<file path="config.mk">
export PLATFORM = sky130hd
export DESIGN_NAME = clb_cfg_loader
export DESIGN_NICKNAME = d
export VERILOG_FILES = /design/src/rtl/clb_cfg_loader.sv
export SDC_FILE = /design/constraint.sdc
export NUM_CORES = 1
export LEC_CHECK = 0
export CAP_MARGIN = 30
export CORE_AREA = 2 2 150 152
export DETAILED_ROUTE_END_ITERATION = 8
export DIE_AREA = 0 0 152 154
export GPL_TIMING_DRIVEN = 0
export SLEW_MARGIN = 20
export SYNTH_ARGS = -nofsm -noshare
export SYNTH_HDL_FRONTEND = slang
export SYNTH_SLANG_ARGS = --single-unit
</file>
<file path="constraint.sdc">
create_clock -name K -period 2.8 [get_ports K]
set_clock_uncertainty 0.2 [all_clocks]
set_input_delay 0.56 -clock K [delete_from_list [all_inputs] [get_ports K]]
set_output_delay 0.56 -clock K [all_outputs]
set_load 0.02 [all_outputs]
</file>
<file path="src/rtl/clb_cfg_loader.sv">
// ---------------------------------------------------------------------------
// clb_cfg_loader
// Serial configuration loader feeding the CLB array. It hunts for a sync
// preamble, reads a 16-bit frame count, then deserialises one even-parity
// protected frame per CLB and strobes it into that CLB's config registers.
//
// Ports
//   K          clock, rising edge
//   RST_N      asynchronous active-low reset
//   DIN        serial config bit, MSB first
//   DIN_VALID  DIN is consumed on a K edge when 1; 0 stalls the loader
//   RESTART    synchronous return to preamble hunt; clears DONE/ERR
//   CFG_DATA   frame payload, held from one write strobe to the next
//   CFG_ADDR   target CLB index of the current strobe
//   CFG_WE     one-cycle write strobe to CLB[CFG_ADDR]
//   BUSY       high while reading the length, a frame, or its parity bit
//   DONE       all frames loaded (sticky until RESTART/reset)
//   ERR        load aborted (sticky until RESTART/reset)
//   ERR_CODE   01 = bad length, 10 = parity fail, 00 = none
// ---------------------------------------------------------------------------
module clb_cfg_loader #(
    parameter int          FRAME_W  = 37,
    parameter int          NUM_CLB  = 4,
    parameter int          ADDR_W   = 2,
    parameter logic [7:0]  PREAMBLE = 8'hF2
) (
    input  logic               K,
    input  logic               RST_N,
    input  logic               DIN,
    input  logic               DIN_VALID,
    input  logic               RESTART,
    output logic [FRAME_W-1:0] CFG_DATA,
    output logic [ADDR_W-1:0]  CFG_ADDR,
    output logic               CFG_WE,
    output logic               BUSY,
    output logic               DONE,
    output logic               ERR,
    output logic [1:0]         ERR_CODE
);

    typedef enum logic [2:0] {
        S_HUNT, S_LEN, S_DATA, S_PAR, S_DONE, S_ERROR
    } state_t;

    state_t              state_q, state_d;
    logic [7:0]          sr_q, sr_d;
    logic [15:0]         len_q, len_d;
    logic [5:0]          bitcnt_q, bitcnt_d;
    logic [FRAME_W-1:0]  payload_q, payload_d;
    logic [ADDR_W-1:0]   idx_q, idx_d;
    logic [FRAME_W-1:0]  cfg_data_q, cfg_data_d;
    logic [ADDR_W-1:0]   cfg_addr_q, cfg_addr_d;
    logic                cfg_we_q, cfg_we_d;
    logic                done_q, done_d;
    logic                err_q, err_d;
    logic [1:0]          err_code_q, err_code_d;

    // Decodes shared by next-state and datapath logic.
    logic [15:0] len_shift;
    logic        len_ok, len_last, data_last, par_ok, frame_last, hunt_hit;

    assign len_shift  = {len_q[14:0], DIN};
    assign len_ok     = (len_shift != 16'd0) && (len_shift <= 16'(NUM_CLB));
    assign len_last   = (bitcnt_q == 6'd15);
    assign data_last  = (bitcnt_q == 6'(FRAME_W - 1));
    // Even parity: payload XOR parity bit must come out 0.
    assign par_ok     = ~(^payload_q ^ DIN);
    assign frame_last = ({{(16-ADDR_W){1'b0}}, idx_q} == (len_q - 16'd1));
    assign hunt_hit   = ({sr_q[6:0], DIN} == PREAMBLE);

    // State register and all datapath flops.
    always_ff @(posedge K or negedge RST_N) begin
        if (!RST_N) begin
            state_q    <= S_HUNT;
            sr_q       <= '0;
            len_q      <= '0;
            bitcnt_q   <= '0;
            payload_q  <= '0;
            idx_q      <= '0;
            cfg_data_q <= '0;
            cfg_addr_q <= '0;
            cfg_we_q   <= 1'b0;
            done_q     <= 1'b0;
            err_q      <= 1'b0;
            err_code_q <= 2'b00;
        end else begin
            state_q    <= state_d;
            sr_q       <= sr_d;
            len_q      <= len_d;
            bitcnt_q   <= bitcnt_d;
            payload_q  <= payload_d;
            idx_q      <= idx_d;
            cfg_data_q <= cfg_data_d;
            cfg_addr_q <= cfg_addr_d;
            cfg_we_q   <= cfg_we_d;
            done_q     <= done_d;
            err_q      <= err_d;
            err_code_q <= err_code_d;
        end
    end

    // Next-state logic. RESTART beats a simultaneous valid bit.
    always_comb begin
        state_d = state_q;
        if (RESTART) begin
            state_d = S_HUNT;
        end else if (DIN_VALID) begin
            case (state_q)
                S_HUNT:  if (hunt_hit) state_d = S_LEN;
                S_LEN:   if (len_last) state_d = len_ok ? S_DATA : S_ERROR;
                S_DATA:  if (data_last) state_d = S_PAR;
                S_PAR: begin
                    if (!par_ok)        state_d = S_ERROR;
                    else if (frame_last) state_d = S_DONE;
                    else                state_d = S_DATA;
                end
                default: state_d = state_q;
            endcase
        end
    end

    // Datapath / registered-output next values.
    always_comb begin
        sr_d       = sr_q;
        len_d      = len_q;
        bitcnt_d   = bitcnt_q;
        payload_d  = payload_q;
        idx_d      = idx_q;
        cfg_data_d = cfg_data_q;
        cfg_addr_d = cfg_addr_q;
        cfg_we_d   = 1'b0;
        done_d     = done_q;
        err_d      = err_q;
        err_code_d = err_code_q;
        if (RESTART) begin
            // CFG_DATA/CFG_ADDR deliberately survive a restart.
            sr_d       = '0;
            len_d      = '0;
            bitcnt_d   = '0;
            payload_d  = '0;
            idx_d      = '0;
            done_d     = 1'b0;
            err_d      = 1'b0;
            err_code_d = 2'b00;
        end else if (DIN_VALID) begin
            case (state_q)
                S_HUNT: begin
                    sr_d     = {sr_q[6:0], DIN};
                    bitcnt_d = '0;
                    len_d    = '0;
                end
                S_LEN: begin
                    len_d = len_shift;
                    if (len_last) begin
                        bitcnt_d = '0;
                        idx_d    = '0;
                        if (!len_ok) begin
                            err_d      = 1'b1;
                            err_code_d = 2'b01;
                        end
                    end else begin
                        bitcnt_d = bitcnt_q + 6'd1;
                    end
                end
                S_DATA: begin
                    payload_d = {payload_q[FRAME_W-2:0], DIN};
                    bitcnt_d  = data_last ? 6'd0 : bitcnt_q + 6'd1;
                end
                S_PAR: begin
                    if (par_ok) begin
                        cfg_we_d   = 1'b1;
                        cfg_data_d = payload_q;
                        cfg_addr_d = idx_q;
                        if (frame_last) done_d = 1'b1;
                        else            idx_d  = idx_q + 1'b1;
                    end else begin
                        err_d      = 1'b1;
                        err_code_d = 2'b10;
                    end
                end
                default: ;
            endcase
        end
    end

    // Output decode.
    always_comb begin
        BUSY = (state_q == S_LEN) || (state_q == S_DATA) || (state_q == S_PAR);
    end

    assign CFG_DATA = cfg_data_q;
    assign CFG_ADDR = cfg_addr_q;
    assign CFG_WE   = cfg_we_q;
    assign DONE     = done_q;
    assign ERR      = err_q;
    assign ERR_CODE = err_code_q;

endmodule

</file>
Word level (Yosys, flattened, before mapping)
Cells that the tools add are included.
{"block": "word_totals", "reg_bits": 115, "latch_bits": 0, "ram_bits": 0, "romBits": 0, "inputBits": 5, "output_inout_bits": 45, "wordCells": 108, "n_memories": 0}
{"block": "classes", "add_sub_neg": 3, "n_mul": 0, "n_div": 0, "order_cmp": 1, "n_eq_ne": 15, "n_shift": 0, "muxes": 50, "bitwise_logic": 3, "reduce_logical": 24}
{"operator": "two-way mux 37 bit", "n": 3}
{"operator": "XOR reduction 37 bit", "n": 1}
{"operator": "two-way mux 16 bit", "n": 2}
{"operator": "one-hot mux 16 bit (2 select lines)", "n": 1}
{"operator": "two-way mux 3 bit", "n": 8}
{"operator": "two-way mux 6 bit", "n": 4}
{"operator": "two-way mux 7 bit", "n": 3}
{"operator": "inequality test 3 bit (second input constant)", "n": 7}
{"operator": "two-way mux 2 bit", "n": 10}
{"operator": "one-hot mux 6 bit (3 select lines)", "n": 1}
{"operator": "== test 2 x 16 -> 1 bit", "n": 1}
{"operator": "less-or-equal comparator 16 x 3 -> 1 bit (second input constant)", "n": 1}
{"operator": "nonzero test 16 bit", "n": 1}
{"operator": "subtractor 16 x 1 -> 16 bit (second input constant)", "n": 1}
{"operator": "AND reduction 5 bit", "n": 3}
{"operator": "two-way mux 1 bit", "n": 14}
{"operator": "one-hot mux 3 bit (4 select lines)", "n": 1}
{"operator": "nonzero test 2 bit", "n": 5}
{"operator": "== test 8 bit (second input constant)", "n": 1}
{"operator": "one-hot mux 2 bit (2 select lines)", "n": 2}
{"operator": "AND reduction 2 bit", "n": 4}
{"operator": "AND reduction 4 bit", "n": 2}
{"operator": "adder 6 x 1 -> 6 bit (second input constant)", "n": 1}
{"operator": "== test 3 x 2 -> 1 bit (second input constant)", "n": 2}
{"operator": "other kinds (14)", "n": 17}

Logic depth before layout (Yosys ltp)
{"block": "logic_depth", "ltp_word": 7, "ltp_mapped": 10, "mapped_depth_nobuf": 9}

Worst setup path before layout
Ideal clock, no wire load.
{"block": "synth_path", "path_kind": "register to register", "startpoint": "reg len_q[0]", "endpoint": "reg state_q[1]", "setup_time_ns": 0.121, "arrival_time_ns": 2.379, "path_slack_ns": 0.100, "stages_incl_launch_ff": 10, "n_path_buf": 1, "cell_sequence": "dfrtp_1 clkbuf_1 inv_1 ha_1 xnor2_1 or4_1 a211oi_1 o2111ai_1 and2_1 a22o_1"}
{"block": "synth_between", "elab_chain_cells": 7}
{"item": "start, declared", "line": "47", "source": "logic [15:0] len_q, len_d;"}
{"item": "start signal, assigned", "line": "89", "source": "len_q <= len_d;"}
{"item": "subtractor 16 x 1 -> 16 bit, or another cell as far along", "line": "68", "source": "assign frame_last = ({{(16-ADDR_W){1'b0}}, idx_q} == (len_q - 16'd1));"}
{"item": "== test 2 x 16 -> 1 bit / logical AND 1 bit (equally long branches)", "line": "68, 63"}
{"item": "two-way mux 3 bit, on equally long branches", "line": "114, 110"}
{"item": "two-way mux 3 bit, on equally long branches", "line": "113, 110"}
{"item": "one-hot mux 3 bit (4 select lines) (*)", "line": "108", "source": "case (state_q)"}
{"item": "two-way mux 3 bit (*)", "line": "107", "source": "end else if (DIN_VALID) begin"}
{"item": "two-way mux 3 bit (*)", "line": "105", "source": "if (RESTART) begin"}
{"item": "end signal, assigned", "line": "87", "source": "state_q <= state_d;"}
{"item": "end, declared", "line": "45", "source": "state_t state_q, state_d;"}
Every way passes the cells marked *; elsewhere a longest branch is shown, timed or not. The select of a mux whose other input is x is not followed.
A chain may end at the register's enable or synchronous reset.

Worst setup path in the final report
{"block": "layout_path", "startpoint": "reg payload_q[22]", "endpoint": "reg cfg_data_q[3] (netlist: CFG_DATA[3])"}
{"block": "layout_between", "elab_chain_cells": 4}
{"item": "start, declared", "line": "49", "source": "logic [FRAME_W-1:0] payload_q, payload_d;"}
{"item": "start signal, assigned", "line": "91", "source": "payload_q <= payload_d;"}
{"item": "XOR reduction 37 bit", "line": "67", "source": "assign par_ok = ~(^payload_q ^ DIN);"}
{"item": "XOR 1 bit", "line": "67"}
{"item": "NOT 1 bit (no line)"}
{"item": "AND reduction 4 bit (no line)"}
{"item": "end signal, assigned", "line": "93", "source": "cfg_data_q <= cfg_data_d;"}
{"item": "end, declared", "line": "51", "source": "logic [FRAME_W-1:0] cfg_data_q, cfg_data_d;"}
Every way passes these cells.

==> results.sh <==
export IMPL_cp_startpoint="payload_q[22]"
export IMPL_dpl_worst_slack_ps=-223
export IMPL_timing_final_ws_setup_ps=85.0
export IMPL_cp_required_ps=2890
export IMPL_setup_viol_count_final=0
export IMPL_portBuffers=48
export IMPL_io_pins=50
export IMPL_drtIter0Drc=194
export IMPL_ys_flop_type="dfrtp_1"
export IMPL_p_leak_nw=3.10
export IMPL_synth_async_reset_ratio_pct=100
export IMPL_hp_class="register to register"
export IMPL_grt_pass1_vias=3670
export IMPL_status="completed"
export IMPL_grt_max_degree=63
export IMPL_gp_congestion=0.781
export IMPL_hold_violations=0
export IMPL_initial_core_util_pct=24.8
export IMPL_clk_path_buf_depth=2
export IMPL_dr_pass1_iters=4
export IMPL_synthesis_area_mm2=0.00538
export IMPL_netlist_top_cells_area="dfrtp_1 54%, mux2_4 10%, nand2_1 5.9%"
export IMPL_finalCritPeriodShare_pct=97.0
export IMPL_routed_wl_um=11800
export IMPL_core_mm2=0.0217
export IMPL_finalSetupTns_ps=0
export IMPL_critPathMostFrequentCell="xnor2_1"
export IMPL_clock_latency_ps=410
export IMPL_synth_top_cell_by_area="dfrtp_1"
export IMPL_slowest_delay_ps=500
export IMPL_grtUsageTotal_pct=10.3
export IMPL_seq_area_frac_synth_pct=53.5
export IMPL_vias_per_cell=4.40
export IMPL_min_path_cells=1
export IMPL_final_area_mm2=0.00699
export IMPL_synth_top_area_share_pct=53.5
export IMPL_synth_avg_cell_area_um2=11.1
export IMPL_critical_path_class="register to register"
export IMPL_vias=3734
export IMPL_crit_chain="xor2_1 > xnor2_1 > xnor2_1 > xnor3_2 > xnor2_4 > nand2_4 > buf_6 > mux2_4"
export IMPL_final_antenna_net_count=0
export IMPL_cts_root_buf="clkbuf_16"
export IMPL_reg2reg_from="payload_q[22]"
export IMPL_h_tree_depth=4
export IMPL_crit_slowest_cell="xnor3_2"
export IMPL_worstSetupEndpointType="register"
export IMPL_fin_crit_ps=2720
export IMPL_syn_inst=483
export IMPL_grt_pass1_wl_um=19600
export IMPL_arrival_ps=2800
export IMPL_hold_start="CFG_DATA[7]"
export IMPL_nFillCells=2152
export IMPL_path_depth=8
export IMPL_synth_seq_cells=115
export IMPL_whs_ps=311
export IMPL_dieHeight_um=154
export IMPL_ys_warn_count=0
export IMPL_fmax_mhz=368
export IMPL_synth_edff_count=0
export IMPL_cts_sinks=115
export IMPL_fin_util_pct=32.2
export IMPL_critPathTopFamily="XOR/XNOR gates"
export IMPL_cts_buffers=17
export IMPL_power_density_mw_per_mm2=628
export IMPL_tritoncts="yes"
export IMPL_areaGrowthSynthToFinish_pct=29.9
export IMPL_start_kind="register"
export IMPL_antenna_found_initial=0
export IMPL_slew_violations=0
export IMPL_ys_types=47
export IMPL_rr_worst_depth=8
export IMPL_drcViolationCount=0
export IMPL_place_area_mm2=0.00625
export IMPL_worstMarginPinSlew_ps=772
export IMPL_wire_per_inst_um=13.9
export IMPL_grt_overflow_total=0
export IMPL_drive_gt1_share_pct=16.5
export IMPL_maxCapViolCount=0
export IMPL_nets=563
export IMPL_synth_fp_nets=491
export IMPL_die_x_um=152
export IMPL_worst_path_buf_inv=1
export IMPL_antenna_cells=0
export IMPL_total_power_mw=4.39
export IMPL_dieArea_mm2=0.0234
export IMPL_vdd_drop_max_mv=0.515
export IMPL_placedCellCount=814
export IMPL_dp_hpwl_um=8100
export IMPL_path_clk_slew_ps=60
export IMPL_finalNonFillerCells=848
export IMPL_worstPathMaxFanout=10
export IMPL_rows=54
export IMPL_relSlewSlack_pct=48.4
-- power breakdown --
group / total [mW] / internal, mW / switching (mW)
Combinational: 0.276 / 0.0904 / 0.186
Clock: 2.41 / 1.61 / 0.799
Sequential: 1.70 / 1.68 / 0.0226
Total: 4.39 / 3.38 / 1.01
-- cell families after synthesis --
| group | count (synthesis) | synth area share (%) |
|---|---|---|
| multiplexers | 47 | 12.2 |
| AND/OR/NAND/NOR | 154 | 13.0 |
| flip-flops | 115 | 53.5 |
| buffers and inverters | 33 | 2.88 |
| adder cells (fa/ha/maj) | 3 | 0.698 |
| XOR/XNOR | 42 | 7.23 |
| AO/OA/AOI/OAI | 89 | 10.5 |
-- final timing paths --
| kind | end | slack (ps) |
|---|---|---|
| max in group asynchronous | bitcnt_q[1] | 1260 |
| hold reg to reg | CFG_DATA[7] | 310 |
| min in group asynchronous | CFG_DATA[7] | 470 |
| setup reg to reg | CFG_DATA[3] | 80 |
| hold / removal | CFG_DATA[7] | 310 |
| setup / recovery | CFG_DATA[3] | 80 |
-- final cells by class --
class	instances	area, um2	area share (%)
clock buffers	18	439	6.29
plain buffers	22	114	1.63
well taps	280	350	5.01
multi-input cells	335	2380	34.1
clock inverters	14	225	3.22
flip-flops and latches	115	2880	41.2
inverters	7	26.3	0.376
repair buffers	57	569	8.15
-- what timing repair did --
| action | 4_1_cts | 5_1_grt |
|---|---|---|
| hold buffers | 1 | 0 |
| setup buffers | 0 | 5 |
| hold endpoints to repair | 53 | 0 |
| pin swaps | 0 | 2 |
| resized for setup | 2 | 6 |
| setup endpoints to repair | 5 | 42 |
-- cells in the mapped netlist, drive strengths merged, types with 3 or more instances --
master	instances
a211oi	3
a21oi	43
a22o	17
nor2b	4
o31ai	3
o21ai	12
xnor2	33
clkbuf	21
nor3	11
inv	7
nor2	21
buf	5
nand2b	7
xor2	8
nor4	6
nand2	86
nand3	6
dfrtp	115
mux2i	8
mux2	39
ha	3
-- worst reg2reg max path, delay by kind of cell, from the launching register on --
family	cells	cell delay, ps
muxes	1	300
buffers and inverters	1	230
and+or+nand+nor	1	130
xor gates and xnor gates	5	1310
DFF	1	420
-- registers in the layout (all words and copies together) (netlist names) --
signal	cells
CFG_WE	1
len_q	16
idx_q	2
bitcnt_q	6
CFG_ADDR	2
ERR	1
ERR_CODE	2
payload_q	37
CFG_DATA	37
DONE	1
sr_q	7
state_q	3
-- layer usage --
layer	part of all wire [%]	track usage [%]	wire length, um	vias up
li1	-	-	-	1815
met5	0	0	0	-
met4	1.6	4.36	189	0
met2	46	16.1	5390	66
met1	49	13.7	5750	1840
met3	3.6	2.40	425	13
-- placed cells by master (no fill, tap or decap), drive strengths merged, types with 7 or more instances in the layout --
master,instances
inv,9
mux2i,8
nor2,21
xnor2,33
o21ai,12
mux2,39
clkbuf,35
a22o,17
nor3,11
a21oi,43
buf,14
nand2b,7
dfrtp,115
xor2,8
nand2,86
clkdlybuf4s50,47
(Power assumes the default switching activity.)
